[src/rtl/multi_debouncer.sv]
// -----------------------------------------------------------------------------
// multi_debouncer
//   NB_CH independent button debouncers sharing one clock. Each channel runs
//   its raw level through a SYNC_STAGES-deep synchronizer, then accepts a new
//   level only after DEB_TIME consecutive cycles in which the synchronized
//   value disagrees with the current debounced level. One-cycle rise/fall
//   pulses accompany every accepted change.
//
//   Optional feature (macro MULTI_DEBOUNCER_LONG_PRESS_EN):
//     per-channel long-press detection. long_press asserts once the debounced
//     level has been high for LONG_TIME cycles and drops together with fall.
//     Without the macro, long_press is tied to 0 and LONG_TIME is unused.
//
// Ports
//   aclk             in   single clock
//   arstn            in   asynchronous active-low reset
//   button           in   [NB_CH] raw asynchronous button levels
//   button_debounced out  [NB_CH] registered debounced levels
//   rise             out  [NB_CH] one-cycle pulse on debounced 0->1
//   fall             out  [NB_CH] one-cycle pulse on debounced 1->0
//   long_press       out  [NB_CH] level flag for a held button
// -----------------------------------------------------------------------------
module multi_debouncer #(
  parameter int NB_CH       = 4,
  parameter int DEB_TIME    = 100,
  parameter int SYNC_STAGES = 2,
  parameter int LONG_TIME   = 1000
) (
  input  logic             aclk,
  input  logic             arstn,
  input  logic [NB_CH-1:0] button,
  output logic [NB_CH-1:0] button_debounced,
  output logic [NB_CH-1:0] rise,
  output logic [NB_CH-1:0] fall,
  output logic [NB_CH-1:0] long_press
);

  localparam int CW = $clog2(DEB_TIME + 1);
  localparam logic [CW-1:0] CNT_LAST = CW'(DEB_TIME - 1);

  // Elaboration-time range checks on the configuration.
  if (NB_CH < 1 || NB_CH > 32) begin : g_bad_nb_ch
    $error("multi_debouncer: NB_CH must be 1..32");
  end
  if (DEB_TIME < 1 || DEB_TIME > 65535) begin : g_bad_deb_time
    $error("multi_debouncer: DEB_TIME must be 1..65535");
  end
  if (SYNC_STAGES < 2 || SYNC_STAGES > 4) begin : g_bad_sync
    $error("multi_debouncer: SYNC_STAGES must be 2..4");
  end
  if (LONG_TIME < 1) begin : g_bad_long_time
    $error("multi_debouncer: LONG_TIME must be >= 1");
  end

  // ---------------------------------------------------------------------------
  // Input synchronizer: stage 0 samples the raw pins, last stage is "sync".
  // ---------------------------------------------------------------------------
  logic [NB_CH-1:0] sync_q [SYNC_STAGES];
  logic [NB_CH-1:0] sync;

  always_ff @(posedge aclk or negedge arstn) begin
    if (!arstn) begin
      for (int s = 0; s < SYNC_STAGES; s++) sync_q[s] <= '0;
    end else begin
      sync_q[0] <= button;
      for (int s = 1; s < SYNC_STAGES; s++) sync_q[s] <= sync_q[s-1];
    end
  end

  assign sync = sync_q[SYNC_STAGES-1];

  // ---------------------------------------------------------------------------
  // Debounce counters: one per channel. A single agreeing cycle clears the
  // count, so only an unbroken run of DEB_TIME disagreeing cycles toggles.
  // ---------------------------------------------------------------------------
  logic [CW-1:0]    cnt_q [NB_CH];
  logic [CW-1:0]    cnt_d [NB_CH];
  logic [NB_CH-1:0] deb_q, deb_d;
  logic [NB_CH-1:0] rise_q, rise_d;
  logic [NB_CH-1:0] fall_q, fall_d;

  always_comb begin
    deb_d = deb_q;
    for (int ch = 0; ch < NB_CH; ch++) begin
      cnt_d[ch] = '0;
      if (sync[ch] != deb_q[ch]) begin
        if (cnt_q[ch] == CNT_LAST) begin
          deb_d[ch] = ~deb_q[ch];
        end else begin
          cnt_d[ch] = cnt_q[ch] + CW'(1);
        end
      end
    end
    // Registered alongside the level, so the pulse lines up with the first
    // cycle of the new debounced value.
    rise_d = deb_d & ~deb_q;
    fall_d = ~deb_d & deb_q;
  end

  always_ff @(posedge aclk or negedge arstn) begin
    if (!arstn) begin
      for (int ch = 0; ch < NB_CH; ch++) cnt_q[ch] <= '0;
      deb_q  <= '0;
      rise_q <= '0;
      fall_q <= '0;
    end else begin
      for (int ch = 0; ch < NB_CH; ch++) cnt_q[ch] <= cnt_d[ch];
      deb_q  <= deb_d;
      rise_q <= rise_d;
      fall_q <= fall_d;
    end
  end

  assign button_debounced = deb_q;
  assign rise             = rise_q;
  assign fall             = fall_q;

  // ---------------------------------------------------------------------------
  // Long-press detection
  // ---------------------------------------------------------------------------
`ifdef MULTI_DEBOUNCER_LONG_PRESS_EN
  localparam int LW = $clog2(LONG_TIME + 1);
  localparam logic [LW-1:0] LONG_MAX = LW'(LONG_TIME);

  logic [LW-1:0]    lp_cnt_q [NB_CH];
  logic [LW-1:0]    lp_cnt_d [NB_CH];
  logic [NB_CH-1:0] lp_q, lp_d;

  // The count advances only across edges where the level is high both
  // before and after, so it is 0 on the rise cycle and LONG_TIME exactly
  // LONG_TIME cycles later. Because it is computed from deb_d, the flag
  // drops on the same edge that produces fall.
  always_comb begin
    for (int ch = 0; ch < NB_CH; ch++) begin
      lp_cnt_d[ch] = '0;
      if (deb_q[ch] && deb_d[ch]) begin
        lp_cnt_d[ch] = (lp_cnt_q[ch] == LONG_MAX) ? LONG_MAX
                                                  : lp_cnt_q[ch] + LW'(1);
      end
      lp_d[ch] = (lp_cnt_d[ch] == LONG_MAX);
    end
  end

  always_ff @(posedge aclk or negedge arstn) begin
    if (!arstn) begin
      for (int ch = 0; ch < NB_CH; ch++) lp_cnt_q[ch] <= '0;
      lp_q <= '0;
    end else begin
      for (int ch = 0; ch < NB_CH; ch++) lp_cnt_q[ch] <= lp_cnt_d[ch];
      lp_q <= lp_d;
    end
  end

  assign long_press = lp_q;
`else
  assign long_press = '0;
`endif

endmodule

[config.mk]
export PLATFORM = sky130hd
export DESIGN_NAME = multi_debouncer
export DESIGN_NICKNAME = d
export VERILOG_FILES = /design/src/rtl/multi_debouncer.sv
export SDC_FILE = /design/constraint.sdc
export NUM_CORES = 1
export LEC_CHECK = 0
export ABC_AREA = 1
export CAP_MARGIN = 20
export CORE_ASPECT_RATIO = 0.75
export CORE_MARGIN = 10
export CORE_UTILIZATION = 43
export CTS_BUF_LIST = sky130_fd_sc_hd__clkbuf_4
export CTS_CLUSTER_SIZE = 20
export DETAILED_ROUTE_END_ITERATION = 8
export SYNTH_ARGS = -nofsm -noshare
export SYNTH_HDL_FRONTEND = slang
export SYNTH_SLANG_ARGS = --single-unit
[constraint.sdc]
create_clock -name aclk -period 3.27 [get_ports aclk]
set_clock_uncertainty 0.2 [all_clocks]
set_input_delay 0.654 -clock aclk [delete_from_list [all_inputs] [get_ports aclk]]
set_output_delay 0.654 -clock aclk [all_outputs]
set_load 0.02 [all_outputs]
## Word level (Yosys, flattened, before mapping)

Cells that the tools add are included.

- Register bits: 48
- Input port bits: 6
- Output and inout bits: 16
- Logic and storage cells: 45

- Add/subtract/negate cells: 4
- Equality and inequality tests: 8
- Mux-type cells: 16
- Bitwise gates (word level): 8

Operators by type and width:

| kind | count |
|---|---|
| 7-bit 2-to-1 mux | 8 |
| 7-bit by 1-bit adder with 7-bit output, second input constant | 4 |
| 7-bit equality test, second input constant | 4 |
| 4-bit AND | 2 |
| 1-bit 2-to-1 mux | 8 |
| 4-bit NOT | 2 |
| 1-bit inequality test | 4 |
| 1-bit NOT | 4 |

## Longest topological paths before layout

Gate-level depths: netlist of run 1.

- Word-level depth: 5
- Mapped depth: 6
- Depth with buffers taken out: 6

## Worst setup path before layout of run 1

No wires, ideal clock.

- Path type: register -> register
- From: register cnt_q[0] (netlist name)
- To: register cnt_q[4] (netlist name)
- Library setup time: 0.073 ns
- Arrival time: 1.103 ns
- Path slack: 1.894 ns
- Stages on the path, launching flop included: 7
- Buffers on the path: 0
- Clock period less this slack: 1.376 ns
- Cells stage by stage: dfrtp_1 ha_1 inv_1 nor2_1 nand3_1 nand2_2 a21oi_2

RTL lines:

| what | line | RTL |
|---|---|---|
| start, declared | 76 | `logic [CW-1:0] cnt_q [NB_CH];` |

## Worst setup path after layout of run 1

- From: register deb_q[3], in the netlist button_debounced[3]
- To: output port button_debounced[3]

RTL lines:

| what | line | RTL |
|---|---|---|
| start, declared | 78 | `logic [NB_CH-1:0] deb_q, deb_d;` |
| start signal, assigned | 103 | `deb_q <= '0;` |
| start signal, assigned | 108 | `deb_q <= deb_d;` |
| end, declared | 32 | `output logic [NB_CH-1:0] button_debounced,` |

No word-level cell between the ends.

==> results of run 1 <==
-- flip-flops by register name, indices dropped and copies added, names as in the netlist --
name	count
cnt_q	28
button_debounced	4
fall	4
rise	4
sync	4
sync_q	4
-- power by group --
| group | leakage (nW) | internal, mW | switching, mW |
|---|---|---|---|
| clock | 0.0324 | 0.0793 | 0.183 |
| sequential | 0.642 | 0.610 | 0.0133 |
| combinational | 0.459 | 0.0211 | 0.0372 |
-- worst paths after layout --
check | startpoint | end | slack [ns] | cells past startpoint
worst max-delay path | button_debounced[3] | button_debounced[3] | 0.95 | 1
worst min-delay path | arstn | rise[1] | 0.04 | 1
worst max register to register | cnt_q[0] | cnt_q[4] | 1.73 | 6
worst min register to register | sync_q[7] | sync[3] | 0.17 | 0
max in group asynchronous | arstn | cnt_q[15] | 2.12 | 2
min in group aclk | sync_q[7] | sync[3] | 0.17 | 0
-- cell type report --
class / instances / share of cell area
Multi-Input combinational cell: 145 / 0.310
Tap cell: 57 / 0.0308
Inverter: 27 / 0.0438
Clock inverter: 3 / 0.00595
Sequential cell: 48 / 0.519
Timing Repair Buffer: 18 / 0.0746
Clock buffer: 5 / 0.0162
-- per-stage QoR --
step           worst slack (ns)  utilization  instances  power [mW]
2_1_floorplan              1.89            -        224       0.672
3_3_place_gp               1.35        0.501        295       0.694
3_5_place_dp               1.34        0.501        295       0.695
4_1_cts                   0.913        0.512        303       0.960
5_1_grt                   0.873        0.512        303       0.995
6_report                  0.946        0.512        303       0.944
-- metal layers --
layer / vias up / GRT usage / wire length, um
li1: 723 / - / -
met1: 624 / 0.114 / 1710
met2: 16 / 0.132 / 1400
met3: 7 / 0.0337 / 150
met4: 0 / 0.0471 / 68
met5: - / 0 / 0
-- cells in the final DEF (no fill, tap or decap), types with 2 or more instances in the layout --
| master | Yosys | final |
|---|---|---|
| clkdlybuf4s50_1 | 0 | 16 |
| nand2_1 | 35 | 35 |
| clkbuf_4 | 0 | 5 |
| dfrtp_1 | 48 | 48 |
| conb_1 | 1 | 4 |
| inv_1 | 27 | 27 |
| ha_1 | 4 | 4 |
| a21oi_1 | 7 | 7 |
| nand3_1 | 19 | 19 |
| nor2_1 | 48 | 48 |
| nor3_1 | 2 | 2 |
| clkinv_2 | 0 | 2 |
| o21ai_0 | 7 | 7 |
| xnor2_1 | 5 | 5 |
| xor2_1 | 6 | 6 |
-- synth_stat cells, types with 2 or more instances --
cell type / n
a21oi_1: 7
buf_4: 4
dfrtp_1: 48
ha_1: 4
inv_1: 27
nand2_1: 35
nand3_1: 19
nor2_1: 48
nor3_1: 2
o21ai_0: 7
xnor2_1: 5
xor2_1: 6
-- cell families after synthesis --
logic type,count (synthesis)
and+or+nand+nor,109
DFF,48
buffers and inverters,31
AOI/OAI and AO/OA,16
xor gates and xnor gates,12
adders and majority gates,4
other,1
==> flow_summary.yaml, run 1 <==
outcome:
  status: "completed"
grt:
  grt_pass1_vias: 1312
  antenna_found_initial: 0
  grt_max_degree: 27
  grt_usage: 0.0902
  grt.overflow.total: 0
  grt_pass1_wl_um: 5770
run:
  maxCapViolCount: 0
pwr:
  irDropWorstVdd_mv: 0.249
  power.leakage_nw: 1.13
  power_density_nw_per_um2: 408
clocking:
  cts-root-buf: "clkbuf_4"
  cts_sinks: 48
  hold_buffers: 0
  ctsResizeCount: 0
  cts_tree: "done"
  numCtsBuffers: 5
  clk_path_buf_depth: 2
  htree_num_levels: 2
  path_clk_slew_ns: 0.14
  clk_latency_ns: 0.36
  postCtsSetupBuffers: 0
final_layout:
  nets: 255
  stdcell_area_sq_um: 2310
  multi_input_area_sq_um: 717
  drive_above_1_share: 0.0569
  diodes: 0
  fillers: 446
  regArea_sq_um: 1200
  area_growth_pct: 13.6
synth:
  synth_warnings: 0
  synth-compound-area-share: 0.0424
  synth_edf_count: 0
  synth-seq-cells: 48
  synth-main-ff-cell: "dfrtp_1"
  yosysSeqAreaShare: 0.589
  synthAdderAreaFrac: 0.0246
  synth.lib_cells_used.distinct: 21
  avgSynthCellArea_sq_um: 9.22
  yosys.area_share.simple: 0.222
  synth_top_cell_by_area: "dfrtp_1"
  synthArstFlopShare: 1.00
  yosys-top-cells-area: "dfrtp_1 59%, nor2_1 8.8%, nand2_1 6.4%"
  yosys.area.top_type_share: 0.589
  synth_top_family_by_area: "simple AND/OR/NAND/NOR gates"
  synth_xor_area_frac: 0.0552
  muxShareOfSynthArea: 0
  syn-instance-count: 221
  netlist_area_sq_um: 2040
setup_path:
  endpoint_kind: "primary output"
  crit_buf_inv: 1
  cp.arrival_ns: 1.47
  worstSetupPathType: "reg -> out"
  crit_required_ns: 2.42
  path_delay_family: "buffers and inverters"
  worstSetupStartpointType: "flop"
  cp_slowest_stage_delay_ns: 0.64
  cp_max_fo: 5
  crit_chain: "clkdlybuf4s50_1"
  critPathSlowestCell: "clkdlybuf4s50_1"
routing:
  viasPerCell: 4.52
  wire_per_inst_um: 11.0
  wl_um: 3330
  final_antenna_net_count: 0
  drc_errors: 0
  drt_iter0_drc: 62
  drtPass1Iterations: 4
  vias: 1370
sta:
  rsz0062_at_grt: "no"
  post-route-period-util: 0.711
  maxSlewHeadroom: 0.660
  slew_viol_final: 0
  hold-worst-slack_ns: 0.0399
  hold_viol_final: 0
  fmax_ghz: 0.430
  tightestPinTransition_ns: 0.510
  final.setup.tns_ns: 0
  min_period_ns: 2.32
  setup_viol: 0
placed_design:
  place_area_sq_um: 2260
  io_buffers: 17
  hpwl_um: 2450
  place.gp.congestion: 0.825
floorplanning:
  fp.coreArea_sq_um: 4520
  pin_count: 22
  dieHeight_um: 79.6
  die_x_um: 99.5
  die-area_sq_um: 7920
  row_count: 21
  start_util: 0.451
hold_path:
  min_path_type: "in -> async"
Note: power is estimated with default switching activity, not from simulation.
==> run 2, diff against run 1 <==
- PLACE_DENSITY: unset -> 0.66
- clock period: 3.27 -> 2 ns (I/O delays scaled with it)
==> run 2 against run 1 <==
Against the previous run:
- routed wire length increased by 1.3%
- highest routed layer unchanged
- die area unchanged
- register-to-register slack got worse by 1.3 ns
- clock power grew 70%
- first-iteration DRC count decreased by 16%
- critical endpoint is now fall[0]
==> flow_summary.yaml, run 2 (synthesis gave the netlist of run 1 again) <==
routing:
  drtPass1Iterations: 5
  drt_iter0_drc: 52
  wire_per_inst_um: 11.1
  final_antenna_net_count: 0
  vias: 1401
  drc_errors: 0
  wl_um: 3370
  viasPerCell: 4.61
sta:
  min_period_ns: 1.91
  hold-worst-slack_ns: 0.162
  fmax_ghz: 0.523
  final.setup.tns_ns: 0
  post-route-period-util: 0.956
  slew_viol_final: 0
  rsz0062_at_grt: "no"
  hold_viol_final: 0
  setup_viol: 0
final_layout:
  nets: 256
  largest_reg_flops: 28
  area_growth_pct: 14.9
  layout_common_cells: "48 x nor2_1, 48 x dfrtp_1, 35 x nand2_1"
  diodes: 0
  regMostFlops: "cnt_q"
  stdcell_area_sq_um: 2340
  drive_above_1_share: 0.0567
  fillers: 432
  fin_cells: 304
floorplanning:
  die_x_um: 99.5
  row_count: 21
  fp.coreArea_sq_um: 4520
  pin_count: 22
  dieHeight_um: 79.6
  die-area_sq_um: 7920
  start_util: 0.451
grt:
  antenna_found_initial: 0
  grt.overflow.total: 0
  grt_max_degree: 49
  grt_usage: 0.0939
  grt_pass1_vias: 1379
  grt_pass1_wl_um: 6140
clocking:
  numCtsBuffers: 5
  clk_latency_ns: 0.35
  htree_num_levels: 2
  path_clk_slew_ns: 0.13
  cts_sinks: 48
  cts-root-buf: "clkbuf_4"
  postCtsSetupBuffers: 0
  clk_path_buf_depth: 2
  cts_tree: "done"
setup_path:
  worstSetupStartpointType: "flop"
  worstSetupPathType: "reg -> out"
  crit_required_ns: 1.40
  critPathSlowestCell: "clkdlybuf4s50_1"
  crit_buf_inv: 1
  crit_chain: "clkdlybuf4s50_1"
  endpoint_kind: "primary output"
  path_delay_family: "buffers and inverters"
  cp.arrival_ns: 1.31
  cp_slowest_stage_delay_ns: 0.62
  cp_max_fo: 1
placed_design:
  io_buffers: 17
  hpwl_um: 2450
  place.gp.congestion: 0.765
  place_area_sq_um: 2280
  dp_cells: 295
pwr:
  power_mw: 1.57
  power_density_nw_per_um2: 669
  irDropWorstVdd_mv: 0.312
  power.leakage_nw: 1.18
outcome:
  status: "completed"
hold_path:
  min_path_type: "reg -> reg"
run:
  maxCapViolCount: 0
run 2: cell count changes in the layout (fill, tap and decap cells not counted), sizes merged:
cell           before  now
dlygate4sd3         0    1
clkbuf              5    7
clkdlybuf4s50      16   12
dlymetal6s2s        0    1
dlygate4sd2         0    3
clkinv              3    1
run 2: worst paths after layout:
kind | depth (start not counted) | slack, ns | to | start
max in group asynchronous | 3 | 1.02 | sync[2] | arstn
max | 1 | 0.09 | fall[0] | fall[0]
max reg2reg | 6 | 0.47 | cnt_q[21] | cnt_q[21]
min in group asynchronous | 3 | 0.34 | cnt_q[18] | arstn
min reg2reg | 0 | 0.16 | sync[0] | sync_q[4]
min | 0 | 0.16 | sync[0] | sync_q[4]
run 2: layout make-up:
class | instances | area, sq um | area share
sequential | 48 | 1200 | 0.513
multi-input combinational | 145 | 717 | 0.306
timing repair buffer | 19 | 194 | 0.0828
inverter | 27 | 101 | 0.0433
tap | 57 | 71.3 | 0.0305
clock buffer | 7 | 52.6 | 0.0224
clock inverter | 1 | 3.75 | 0.00160
run 2: timing repair:
action	CTS	global route
hold endpoints to repair	48	0
gates cloned	0	0
hold buffers	1	0
setup endpoints to repair	3	1
resized for setup	3	1
run 2: layer usage:
| layer | track usage | wire (um) | vias to the layer above |
|---|---|---|---|
| li1 | - | - | 725 |
| met3 | 0.0381 | 206 | 7 |
| met4 | 0.0371 | 53 | 0 |
| met5 | 0 | 0 | - |
| met2 | 0.141 | 1400 | 21 |
| met1 | 0.118 | 1710 | 648 |
run 2: stage by stage:
stage,utilization,setup slack (ns)
6_report,0.518,0.0877
5_1_grt,0.518,0.0259
4_1_cts,0.517,0.0136
3_5_place_dp,0.504,0.335
3_3_place_gp,0.504,0.341
2_1_floorplan,-,0.624
run 2: where the power goes:
part / total [mW] / switching (mW) / internal (mW)
clock network: 0.445 / 0.282 / 0.163
registers: 1.02 / 0.0212 / 0.998
logic: 0.101 / 0.0620 / 0.0392
total: 1.57 / 0.365 / 1.20
==> run 3, diff against run 2 <==
- CTS_CLUSTER_DIAMETER: unset -> 80
- GPL_TIMING_DRIVEN: unset -> 1
- SLEW_MARGIN: unset -> 15
==> results of run 3 <==
Same layout as run 2: the final DEF is identical, and so are final timing and power.
==> RTL edit: new RTL, settings of run 3 <==
The option `MULTI_DEBOUNCER_LONG_PRESS_EN` is turned on by a define.
--- a/src/rtl/multi_debouncer.sv
+++ b/src/rtl/multi_debouncer.sv
@@ -21,4 +21,6 @@
 //   long_press       out  [NB_CH] level flag for a held button
 // -----------------------------------------------------------------------------
+`define MULTI_DEBOUNCER_LONG_PRESS_EN
+
 module multi_debouncer #(
   parameter int NB_CH       = 4,
Formal check against the unedited RTL: no difference found for any inputs over 10 cycles, from zero or initial values and one cycle with arstn low; that may be too few to reach the edited logic, so the function may still have changed.
==> RTL edit against run 3 <==
Wire length is 140% higher. Sequential cell count is 44 higher. Sequential power is 87% higher. Worst setup slack better by 0.050 ns. Design area is 110% higher. Critical path type unchanged. Clock power is 150% higher. Die area is 88% higher. Final cell count is 140% higher. Area after synthesis is 120% higher. Power is 100% higher. Largest cell class unchanged.
==> RTL edit: results (changes against run 3) <==
metric;value;unit;change
status;completed;;
holdWs;0.164;ns;+0.00183 ns
setup.worst_path.start;button_debounced[2]$_DFF_PN0_;;
ir_drop;0.415;mV;+33%
r2r-end;long_press[2]$_DFF_PN0_;;
grtUsageMet3;3.66;%;-0.15 points
finish.utilization;49.3;%;-2.5 points
grt_use_total;12.0;%;+2.6 points
gp_congestion;0.867;;+13%
drt-wirelength-per-cell;11.2;um;+1.4%
ys_seq_area_share;51.6;%;-7.3 points
crit_family;flip-flops;;
clkCellAreaFrac;3.16;%;+0.75 points
syn_inst;547;;+150%
finalCritPeriodShare;93.1;%;-2.5 points
dp_slack;0.234;ns;-0.101 ns
vias;3369;;+140%
arrival;1.26;ns;-0.05 ns
yosysUniqueCellTypes;25;;+19%
synth_commonest_cells;nor2_1 (115), nand2_1 (105), dfrtp_1 (92), inv_1 (86), nand3_1 (34);;
critPathMaxStageDelay;0.47;ns;-0.15 ns
grt_pass1_vias;3280;;+140%
worstPathMaxFanout;6;;+5
bufAreaShareNonClock;4.78;%;-3.5 points
hpwl;6.11;mm;+150%
met1_usage;14.6;%;+2.8 points
p_leak;2.53;nW;+110%
nFillCells;972;;+130%
internal_power;2.43;mW;+100%
drive_gt1_share;6.63;%;+0.96 points
nNonClkBuffers;26;;+7
reg2reg_depth;8;;+2
inverters;86;;+220%
crit_end;button_debounced[2];;
area.sequential;2300;sq um;+92%
comb.multi_input.count;368;;+150%
portBuffers;21;;+4
dp_cells;707;;+140%
grt_use_met2;19.8;%;+5.7 points
RTL edit: cell count changes in the layout (fill, tap and decap cells not counted), moves of 5 or more:
| cell | delta |
|---|---|
| clkdlybuf4s50_1 | -8 |
| dfrtp_1 | +43 |
| dlygate4sd2_1 | +13 |
| ha_1 | +7 |
| inv_1 | +59 |
| nand2_1 | +70 |
| nand3_1 | +15 |
| nand4_1 | +6 |
| nor2_1 | +67 |
| nor3_1 | +13 |
| nor3b_1 | +5 |
| o21ai_0 | +10 |
| xnor2_1 | +6 |
RTL edit: power by group through the flow:
stage	Clock (mW)	Combinational (mW)	Sequential [mW]
after floorplan	0	0.0492	1.94
after global placement	0	0.112	1.94
after detailed placement	0	0.116	1.94
after CTS	1.16	0.117	1.91
after global routing	1.23	0.133	1.91
final	1.11	0.113	1.91
RTL edit: cell families (layout without fill, tap and decap cells):
group	after synthesis	count (layout)	share of synthesized area, %
AO/OA/AOI/OAI	30	30	3.51
XOR/XNOR	21	21	4.13
adder cells (fa/ha/maj)	12	12	3.37
buffers and inverters	87	128	7.41
flip-flops	92	92	51.6
AND/OR/NAND/NOR	305	305	29.9
RTL edit: what timing repair did:
action	CTS	global route
gates resized for setup	16	3
endpoints found under the setup margin	16	2
endpoints found under the hold margin	92	0
buffers inserted	0	0
hold buffers	1	0
RTL edit: layer usage:
metal | share of wire (%) | wire length (um) | vias up
li1 | - | - | 1768
met1 | 49 | 3960 | 1545
met2 | 46 | 3710 | 49
met3 | 4.3 | 347 | 7
met4 | 1.4 | 114 | 0
met5 | 0 | 0 | -
